$ cat config.mk
export PLATFORM = sky130hd
export DESIGN_NAME = fc_alu_feeder_flat
export DESIGN_NICKNAME = d
export VERILOG_FILES = /design/src/rtl/fc_alu_feeder_if.sv /design/src/rtl/fc_alu_feeder.sv /design/src/flat_wrapper.sv
export SDC_FILE = /design/constraint.sdc
export NUM_CORES = 1
export LEC_CHECK = 0
export BUFFER_PORTS_ARGS = -buffer_cell sky130_fd_sc_hd__buf_2
export CORE_MARGIN = 3
export CORE_UTILIZATION = 46
export CTS_BUF_LIST = sky130_fd_sc_hd__clkbuf_4
export DETAILED_ROUTE_END_ITERATION = 10
export PLACE_DENSITY_LB_ADDON = 0.15
export REMOVE_ABC_BUFFERS = 1
export SLEW_MARGIN = 0
export SYNTH_ARGS = -nofsm -noshare
export SYNTH_HDL_FRONTEND = slang
export SYNTH_SLANG_ARGS = --single-unit
$ cat constraint.sdc
create_clock -name clk -period 9.6 [get_ports clk]
set_input_delay 1.92 -clock clk [delete_from_list [all_inputs] [get_ports clk]]
set_output_delay 1.92 -clock clk [all_outputs]
set_load 0.01 [all_outputs]
$ cat src/rtl/fc_alu_feeder_if.sv
// Bus bundle between the fully-connected ALU feeder and its environment:
// layer control, read-only memory port, ALU drive/result and result stream.
interface fc_alu_feeder_if #(
  parameter int unsigned SIZE     = 16,
  parameter int unsigned INPUT_SZ = 2,
  parameter int unsigned ADDR_W   = 16
);
  // Layer control
  logic                           start;
  logic [ADDR_W-1:0]              in_base;
  logic [ADDR_W-1:0]              w_base;
  logic                           busy;
  logic                           done;
  // Memory read port
  logic                           mem_rd;
  logic [ADDR_W-1:0]              mem_addr;
  logic [SIZE-1:0]                mem_data;
  logic                           mem_valid;
  // ALU drive and result
  logic [INPUT_SZ:0][SIZE-1:0]    alu_values;
  logic [1:0]                     alu_load_enable;
  logic                           alu_clear;
  logic                           alu_enable;
  logic [SIZE-1:0]                alu_value;
  // Result stream
  logic [SIZE-1:0]                out_data;
  logic                           out_valid;
  logic                           out_ready;

  // Feeder side
  modport master (
    input  start, in_base, w_base, mem_data, mem_valid, alu_value, out_ready,
    output busy, done, mem_rd, mem_addr, alu_values, alu_load_enable, alu_clear,
    alu_enable, out_data, out_valid
  );

  // Environment side (memory, ALU, downstream, controller)
  modport slave (
    output start, in_base, w_base, mem_data, mem_valid, alu_value, out_ready,
    input  busy, done, mem_rd, mem_addr, alu_values, alu_load_enable, alu_clear,
    alu_enable, out_data, out_valid
  );
endinterface

$ cat src/rtl/fc_alu_feeder.sv
// Sequencer feeding one fully-connected layer into the ALU: fetches the input
// vector once, then for each neuron fetches bias/weights, loads, clears and
// fires the ALU, captures the result and streams it out over valid/ready.
// Optional build macro FC_FEEDER_RELU_EN: clamp negative results to zero.
module fc_alu_feeder #(
  parameter int unsigned SIZE      = 16,
  parameter int unsigned PRECISION = 11,
  parameter int unsigned INPUT_SZ  = 2,
  parameter int unsigned N_OUT     = 4,
  parameter int unsigned ADDR_W    = 16
) (
  input logic            clk,
  input logic            reset,
  fc_alu_feeder_if.master bus
);

  localparam int unsigned KW = $clog2(INPUT_SZ + 1);
  localparam int unsigned JW = (N_OUT > 1) ? $clog2(N_OUT) : 1;

  // Fraction bits are interpretation only; reject nonsensical formats.
  if (PRECISION >= SIZE) begin : gen_bad_precision
    $error("PRECISION must be smaller than SIZE");
  end

  localparam logic [3:0] StIdle    = 4'd0;
  localparam logic [3:0] StFetchIn = 4'd1;
  localparam logic [3:0] StLoadIn  = 4'd2;
  localparam logic [3:0] StFetchW  = 4'd3;
  localparam logic [3:0] StLoadW   = 4'd4;
  localparam logic [3:0] StClear   = 4'd5;
  localparam logic [3:0] StCompute = 4'd6;
  localparam logic [3:0] StWaitRes = 4'd7;
  localparam logic [3:0] StOutput  = 4'd8;
  localparam logic [3:0] StDone    = 4'd9;

  localparam logic [1:0] LoadValues      = 2'd0;
  localparam logic [1:0] LoadBiasWeights = 2'd1;
  localparam logic [1:0] LoadUd          = 2'd2;

  logic [3:0]                  state_q, state_d;
  logic [KW-1:0]               k_q, k_d;
  logic [JW-1:0]               j_q, j_d;
  logic [ADDR_W-1:0]           in_base_q, in_base_d;
  logic [ADDR_W-1:0]           row_base_q, row_base_d;
  logic [INPUT_SZ:0][SIZE-1:0] values_q, values_d;
  logic [SIZE-1:0]             out_data_q, out_data_d;
  logic [KW-1:0]               slot_idx;

  // Next-state: FSM, word/neuron counters, captured memory words and result
  always_comb begin
    state_d    = state_q;
    k_d        = k_q;
    j_d        = j_q;
    in_base_d  = in_base_q;
    row_base_d = row_base_q;
    values_d   = values_q;
    out_data_d = out_data_q;
    slot_idx   = k_q + KW'(1);

    case (state_q)
      StIdle: begin
        if (bus.start) begin
          in_base_d  = bus.in_base;
          row_base_d = bus.w_base;
          k_d        = '0;
          j_d        = '0;
          state_d    = StFetchIn;
        end
      end
      StFetchIn: begin
        // Inputs land in slots 1..INPUT_SZ; slot 0 carries zero during LOAD_IN.
        if (bus.mem_valid) begin
          values_d[slot_idx] = bus.mem_data;
          if (k_q == '0) values_d[0] = '0;
          if (k_q == KW'(INPUT_SZ - 1)) begin
            k_d     = '0;
            state_d = StLoadIn;
          end else begin
            k_d = k_q + KW'(1);
          end
        end
      end
      StLoadIn:  state_d = StFetchW;
      StFetchW: begin
        // Row word k: bias in slot 0, weights in slots 1..INPUT_SZ.
        if (bus.mem_valid) begin
          values_d[k_q] = bus.mem_data;
          if (k_q == KW'(INPUT_SZ)) begin
            k_d     = '0;
            state_d = StLoadW;
          end else begin
            k_d = k_q + KW'(1);
          end
        end
      end
      StLoadW:   state_d = StClear;
      StClear:   state_d = StCompute;
      StCompute: state_d = StWaitRes;
      StWaitRes: begin
`ifdef FC_FEEDER_RELU_EN
        out_data_d = bus.alu_value[SIZE-1] ? '0 : bus.alu_value;
`else
        out_data_d = bus.alu_value;
`endif
        state_d = StOutput;
      end
      StOutput: begin
        if (bus.out_ready) begin
          if (j_q == JW'(N_OUT - 1)) begin
            state_d = StDone;
          end else begin
            j_d        = j_q + JW'(1);
            row_base_d = row_base_q + ADDR_W'(INPUT_SZ + 1);
            k_d        = '0;
            state_d    = StFetchW;
          end
        end
      end
      StDone:  state_d = StIdle;
      default: state_d = StIdle;
    endcase
  end

  // State registers; reset aborts any layer and drops an outstanding read
  always_ff @(posedge clk or posedge reset) begin
    if (reset) begin
      state_q    <= StIdle;
      k_q        <= '0;
      j_q        <= '0;
      in_base_q  <= '0;
      row_base_q <= '0;
      values_q   <= '0;
      out_data_q <= '0;
    end else begin
      state_q    <= state_d;
      k_q        <= k_d;
      j_q        <= j_d;
      in_base_q  <= in_base_d;
      row_base_q <= row_base_d;
      values_q   <= values_d;
      out_data_q <= out_data_d;
    end
  end

  // Outputs decoded from the current state; request held until mem_valid
  always_comb begin
    bus.mem_rd          = (state_q == StFetchIn) || (state_q == StFetchW);
    bus.mem_addr        = '0;
    bus.alu_load_enable = LoadUd;
    bus.alu_clear       = (state_q == StClear);
    bus.alu_enable      = (state_q == StCompute);
    bus.alu_values      = values_q;
    bus.out_data        = out_data_q;
    bus.out_valid       = (state_q == StOutput);
    bus.busy            = (state_q != StIdle) && (state_q != StDone);
    bus.done            = (state_q == StDone);

    case (state_q)
      StFetchIn: bus.mem_addr = in_base_q + ADDR_W'(k_q);
      StFetchW:  bus.mem_addr = row_base_q + ADDR_W'(k_q);
      default:   bus.mem_addr = '0;
    endcase

    case (state_q)
      StLoadIn:                    bus.alu_load_enable = LoadValues;
      StLoadW, StClear, StCompute: bus.alu_load_enable = LoadBiasWeights;
      default:                     bus.alu_load_enable = LoadUd;
    endcase
  end

endmodule

$ cat src/flat_wrapper.sv
// flat-port wrapper written by rule: the top's interface ports become plain ports
module fc_alu_feeder_flat 
#(
  parameter int unsigned SIZE      = 16,
  parameter int unsigned PRECISION = 11,
  parameter int unsigned INPUT_SZ  = 2,
  parameter int unsigned N_OUT     = 4,
  parameter int unsigned ADDR_W    = 16
)
  (clk, reset, bus_start, bus_in_base, bus_w_base, bus_mem_data, bus_mem_valid, bus_alu_value, bus_out_ready, bus_busy, bus_done, bus_mem_rd, bus_mem_addr, bus_alu_values, bus_alu_load_enable, bus_alu_clear, bus_alu_enable, bus_out_data, bus_out_valid);
  fc_alu_feeder_if #(.SIZE(SIZE), .INPUT_SZ(INPUT_SZ), .ADDR_W(ADDR_W)) bus_i ();
  input logic clk;
  input logic reset;
  input wire logic [$bits(bus_i.start)-1:0] bus_start;
  input wire logic [$bits(bus_i.in_base)-1:0] bus_in_base;
  input wire logic [$bits(bus_i.w_base)-1:0] bus_w_base;
  input wire logic [$bits(bus_i.mem_data)-1:0] bus_mem_data;
  input wire logic [$bits(bus_i.mem_valid)-1:0] bus_mem_valid;
  input wire logic [$bits(bus_i.alu_value)-1:0] bus_alu_value;
  input wire logic [$bits(bus_i.out_ready)-1:0] bus_out_ready;
  output wire logic [$bits(bus_i.busy)-1:0] bus_busy;
  output wire logic [$bits(bus_i.done)-1:0] bus_done;
  output wire logic [$bits(bus_i.mem_rd)-1:0] bus_mem_rd;
  output wire logic [$bits(bus_i.mem_addr)-1:0] bus_mem_addr;
  output wire logic [$bits(bus_i.alu_values)-1:0] bus_alu_values;
  output wire logic [$bits(bus_i.alu_load_enable)-1:0] bus_alu_load_enable;
  output wire logic [$bits(bus_i.alu_clear)-1:0] bus_alu_clear;
  output wire logic [$bits(bus_i.alu_enable)-1:0] bus_alu_enable;
  output wire logic [$bits(bus_i.out_data)-1:0] bus_out_data;
  output wire logic [$bits(bus_i.out_valid)-1:0] bus_out_valid;
  assign bus_i.start = bus_start;
  assign bus_i.in_base = bus_in_base;
  assign bus_i.w_base = bus_w_base;
  assign bus_i.mem_data = bus_mem_data;
  assign bus_i.mem_valid = bus_mem_valid;
  assign bus_i.alu_value = bus_alu_value;
  assign bus_i.out_ready = bus_out_ready;
  assign bus_busy = bus_i.busy;
  assign bus_done = bus_i.done;
  assign bus_mem_rd = bus_i.mem_rd;
  assign bus_mem_addr = bus_i.mem_addr;
  assign bus_alu_values = bus_i.alu_values;
  assign bus_alu_load_enable = bus_i.alu_load_enable;
  assign bus_alu_clear = bus_i.alu_clear;
  assign bus_alu_enable = bus_i.alu_enable;
  assign bus_out_data = bus_i.out_data;
  assign bus_out_valid = bus_i.out_valid;
  fc_alu_feeder #(.SIZE(SIZE), .PRECISION(PRECISION), .INPUT_SZ(INPUT_SZ), .N_OUT(N_OUT), .ADDR_W(ADDR_W)) u_core (.clk(clk), .reset(reset), .bus(bus_i));
endmodule
=== Yosys cells after proc, flatten, opt, wreduce, memory -nomap -nowiden ===
Index checks and enable logic that the tools add are counted.

* Bits in registers: 104
* Bits in latches: 0
* Memory bits (writable): 0
* Memory bits (read-only): 0
* Bits of input ports: 69
* Output and inout bits: 88
* Logic and storage cells: 89
* Memories kept: 0

* Add/subtract/negate cells: 5
* Multipliers: 0
* Div/mod/pow operators: 0
* Order comparisons: 4
* Equal/unequal tests: 20
* Shift operators: 0
* Mux-type cells: 35
* Bitwise gates (word level): 0
* Reduce and logical (&&, ||, !) cells: 16

{| class="wikitable"
|+ Operators with widths
! kind !! number
|-
| 48-bit bitwise mux || 2
|-
| 16-bit two-way mux || 6
|-
| 48-bit two-way mux || 2
|-
| 48-bit one-hot mux with 2 select lines || 1
|-
| 16-bit demux with 2-bit select || 2
|-
| 16-bit one-hot mux with 2 select lines || 2
|-
| 4-bit one-hot mux with 9 select lines || 1
|-
| 16-bit by 2-bit adder with 16-bit output || 2
|-
| 4-bit two-way mux || 7
|-
| 2-bit two-way mux || 9
|-
| 16-bit by 2-bit adder with 16-bit output (second input constant) || 1
|-
| 4-bit by 3-bit equality test with 1-bit output (second input constant) || 4
|-
| 6-bit AND reduction || 2
|-
| 2-bit != test (second input constant) || 5
|-
| 4-bit by 2-bit equality test with 1-bit output (second input constant) || 2
|-
| 4-bit equality test (second input constant) || 2
|-
| 2-bit one-hot mux with 2 select lines || 2
|-
| 2-bit one-hot mux with 4 select lines || 1
|-
| 4-bit nonzero test || 2
|-
| 2-bit by 3-bit less-than comparator with 1-bit output (second input constant) || 2
|-
| 2-bit by 1-bit adder with 2-bit output (second input constant) || 2
|-
| 2-bit equality test (second input constant) || 2
|-
| 4-bit by 1-bit equality test with 1-bit output (second input constant) || 1
|-
| 2-bit by 1-bit greater-or-equal comparator with 1-bit output (second input constant) || 2
|-
| other kinds (12) || 16
|}

=== Longest topological paths before layout ===
* Depth after elaboration: 9
* Mapped depth: 15
* Gate-level depth less buffers: 11

=== Worst setup path after synthesis ===
OpenSTA, ideal clock, no wires.

* Path type: register to output
* From: register u_core.state_q[2]
* To: output bus_mem_addr[4]
* Arrival time: 2.811 ns
* Path slack: 4.869 ns
* Cell stages (with the launch flop): 15
* Path buffers: 4
* Cells stage by stage: dfrtp_1 > buf_6 > nand4bb_1 > buf_2 > buf_2 > o21ai_0 > ha_1 > inv_1 > fa_1 > clkbuf_1 > inv_1 > and3_1 > xor2_1 > nor2_1 > a211oi_1

* Word-level cells in the longest chain between the ends: 2
* Elaborated cells on any way between the ends: 3

{| class="wikitable"
|+ Ends and longest elaborated chain
! element !! line !! source
|-
| start, declared || fc_alu_feeder.sv:40 || <nowiki>logic [3:0] state_q, state_d;</nowiki>
|-
| start signal, assigned || fc_alu_feeder.sv:127 || <nowiki>state_q <= StIdle;</nowiki>
|-
| start signal, assigned || fc_alu_feeder.sv:135 || <nowiki>state_q <= state_d;</nowiki>
|-
| 4-bit by 2-bit equality test with 1-bit output or 4-bit by 1-bit equality test with 1-bit output (tied branches) || fc_alu_feeder.sv:158 || <nowiki>case (state_q)</nowiki>
|-
| 16-bit one-hot mux with 2 select lines * || fc_alu_feeder.sv:158 ||
|-
| end, declared || flat_wrapper.sv:24 || <nowiki>output wire logic [$bits(bus_i.mem_addr)-1:0] bus_mem_addr;</nowiki>
|}

Every way passes the cells marked *; elsewhere a longest branch is shown, timed or not.

=== Worst setup path in the final report ===
* From: register u_core.state_q[1]
* To: output bus_mem_addr[4]

Same word-level chain as after synthesis.

==> results.toml <==
[setup_path]
crit_fanout = 23
r2r-start = "u_core.state_q[1]"
slowest_stage = "dfrtp_1"
r2r-end = "u_core.bus.alu_values[9]"
worstPathRequired_ps = 7680
cpPeakStageDelay_ps = 650
timing.reg2reg.setup_slack_ps = 7050
path_cells = "nand4bb_1, buf_4, o21ai_0, ha_1, inv_1, fa_1, inv_1, and3_1, xor2_1, nor2_1, a211oi_1, buf_2"
crit_top_cell = "inv_1"
startpoint_type = "flop"
end_kind = "output port"
ff2ff_path_depth = 5
crit_arrival_ps = 3530
worst-setup-path-type = "flop to output port"

[yosys]
yosysMostFrequentCell = "dfrtp_1"
async_flop_share_pct = 100
synth_edf_count = 0
syn_area_per_cell_um2 = 10.6
synth_top_area_share_pct = 48.5
ys_top_cells_by_area = "dfrtp_1, mux2_2, nand2_1"
synth_seq_cells = 104
syn_area_um2 = 5370
synth_cells = 509
synthFlopType = "dfrtp_1"
yosysSeqAreaShare_pct = 48.5
yosys_warnings = 0
yosysTopAreaCell = "dfrtp_1"
yosysUniqueCellTypes = 59
synth_common_cells = "dfrtp_1, nand2_1, mux2_2"

[floorplanning]
start_util_pct = 48.3
die_h_um = 114
ios = 157
rows = 38
die_area_um2 = 13000
die_w_um = 114
core_um2 = 11100

[clock_network]
clk_latency_ps = 490
cts_tree = "yes"
postCtsSetupBuffers = 0
htreeDepth = 3
cts_made_buffers = 9
clock_path_buffers = 2
ctsHoldBuffers = 0
root_buffer = "clkbuf_4"
cts_resized = 0
path_clk_slew_ps = 160
cts.sinks = 104

[final_layout]
nFillCells = 1037
nets = 722
fin_util_pct = 56.8
drive_above_1_share_pct = 39.2
multi_input_area_um2 = 2580
antenna_cells = 0
syn2layout_area_growth_pct = 17.6
regArea_um2 = 2600

[worst_hold_path]
hold_class = "flop to flop"
min-delay-start = "u_core.bus.alu_values[6]"
holdPathEnd = "u_core.bus.alu_values[6]"
holdPathStages = 2

[timing]
slew_headroom_pct = 27.7
fmax_mhz = 184
rsz0062_at_grt = "no"
hold_viol = 0
fin_crit_sh_pct = 56.7
tns_ps = 0
fin_worst_skew_ps = 14.0
worst_slew_pin_slew_ps = 1080
timing.final.max_slew_violations = 0
fin_crit_ps = 5450
setup_viol = 0

[route]
drtIter0Drc = 287
drtPass1Iterations = 5
drc = 0
vias = 4391
drt_wl_total_um = 13600
postRouteAntennaNets = 0
avgViaCountPerCell = 5.55
routedWlPerCell_um = 17.2

[global_route]
grt_max_degree = 66
antenna_found_initial = 2
grt_overflow = 0
first_global_vias = 4333
grt_usage_pct = 21.5
grt_pass1_wl_um = 22100

[place]
numPortBuffers = 156
gp_congestion = 0.804
place_hpwl_um = 9790

[power_and_ir_drop]
power_density_nw_per_um2 = 340
p_leak_nw = 2.99
vdd_ir_drop_max_v = 0.000173

[flow_run]
drv_cap = 0

[run_status]
status = "complete, no violations"
## report_power, final
group / internal, mW / leakage [nW] / switching (mW)
Clock: 0.0509 / 0.0573 / 0.149
Combinational: 0.503 / 1.67 / 0.600
Sequential: 0.646 / 1.26 / 0.197
## how the worst max path moves through the flow
stage,from,slack (ps),endpoint,cells past startpoint
floorplan,u_core.state_q[3],3680,bus_mem_addr[12],5
global placement,u_core.state_q[2],4790,bus_mem_addr[4],12
detailed placement,u_core.state_q[1],4700,bus_mem_addr[4],12
CTS,u_core.state_q[1],4110,bus_mem_addr[4],12
global route,u_core.state_q[1],3870,bus_mem_addr[4],12
finish,u_core.state_q[1],4150,bus_mem_addr[4],12
## cells in the final DEF (no fill, tap or decap), types with 3 or more instances in the layout
cell type  netlist  routed
buf_2           11     156
dfrtp_1        104     104
nand2_1         58      58
mux2_2          54      54
a21oi_1         42      42
o21ai_0         35      34
nor2_1          24      24
nand3_1         14      14
xor2_1          11      11
mux2i_1         10      10
o22ai_1         10      10
mux2_4          10      10
clkbuf_4         0       9
a211oi_1         7       7
and3_1           7       7
or3_1            7       7
xnor2_1          7       7
inv_1            7       6
nand4_1          5       5
nor3_1           4       4
and2_1           4       4
ha_1             4       4
buf_4            1       4
and4_1           3       3
or2_2            3       3
nand2b_1         3       3
a21o_1           3       3
a221oi_2         3       3
## per-stage QoR
| step | area (um^2) | worst slack (ps) | power, mW | hold slack (ps) | instances |
|---|---|---|---|---|---|
| floorplan | 5210 | 3680 | 1.53 | 463 | 477 |
| global placement | 6210 | 4790 | 1.93 | 457 | 777 |
| detailed placement | 6210 | 4700 | 1.96 | 466 | 777 |
| CTS | 6320 | 4110 | 2.16 | 502 | 791 |
| global route | 6320 | 3870 | 2.32 | 528 | 791 |
| finish | 6320 | 4150 | 2.15 | 497 | 791 |
## cells by family after synthesis
| logic type | share of synthesized area, % |
|---|---|
| multiplexers | 16.0 |
| buffers and inverters | 3.82 |
| flip-flops | 48.5 |
| AND/OR/NAND/NOR | 13.9 |
| XOR/XNOR | 2.94 |
| adder cells (fa/ha/maj) | 1.30 |
| AO/OA/AOI/OAI | 13.6 |
## area by class of cell
type,count,share of cell area (%)
Inverter,10,0.713
Clock buffer,9,1.07
Clock inverter,5,0.535
Sequential cell,104,41.2
Tap cell,140,2.77
Multi-Input combinational cell,363,40.9
Timing Repair Buffer,160,12.8
## flip-flops by register name (all words and copies together) (netlist names)
name and cells:
u_core.bus.out_data 16, u_core.row_base_q 16, u_core.j_q 2, u_core.k_q 2, u_core.in_base_q 16, u_core.state_q 4, u_core.bus.alu_values 48
## routing by layer
metal / global-route usage, % / wire (um) / vias to the layer above
li1: - / - / 2104
met5: 0 / 21 / -
met1: 28.5 / 5910 / 2102
met4: 5.70 / 217 / 4
met2: 33.3 / 6260 / 163
met3: 8.12 / 1180 / 18
## worst max-delay path: cells and delay by family, from the launching register on
family	cells	cell delay, ps
xor gates and xnor gates	1	140
and+or+nand+nor	3	390
AOI/OAI and AO/OA	2	470
buffers and inverters	4	670
adders and majority gates	2	720
DFF	1	650
Note: power is estimated with default switching activity, not from simulation.
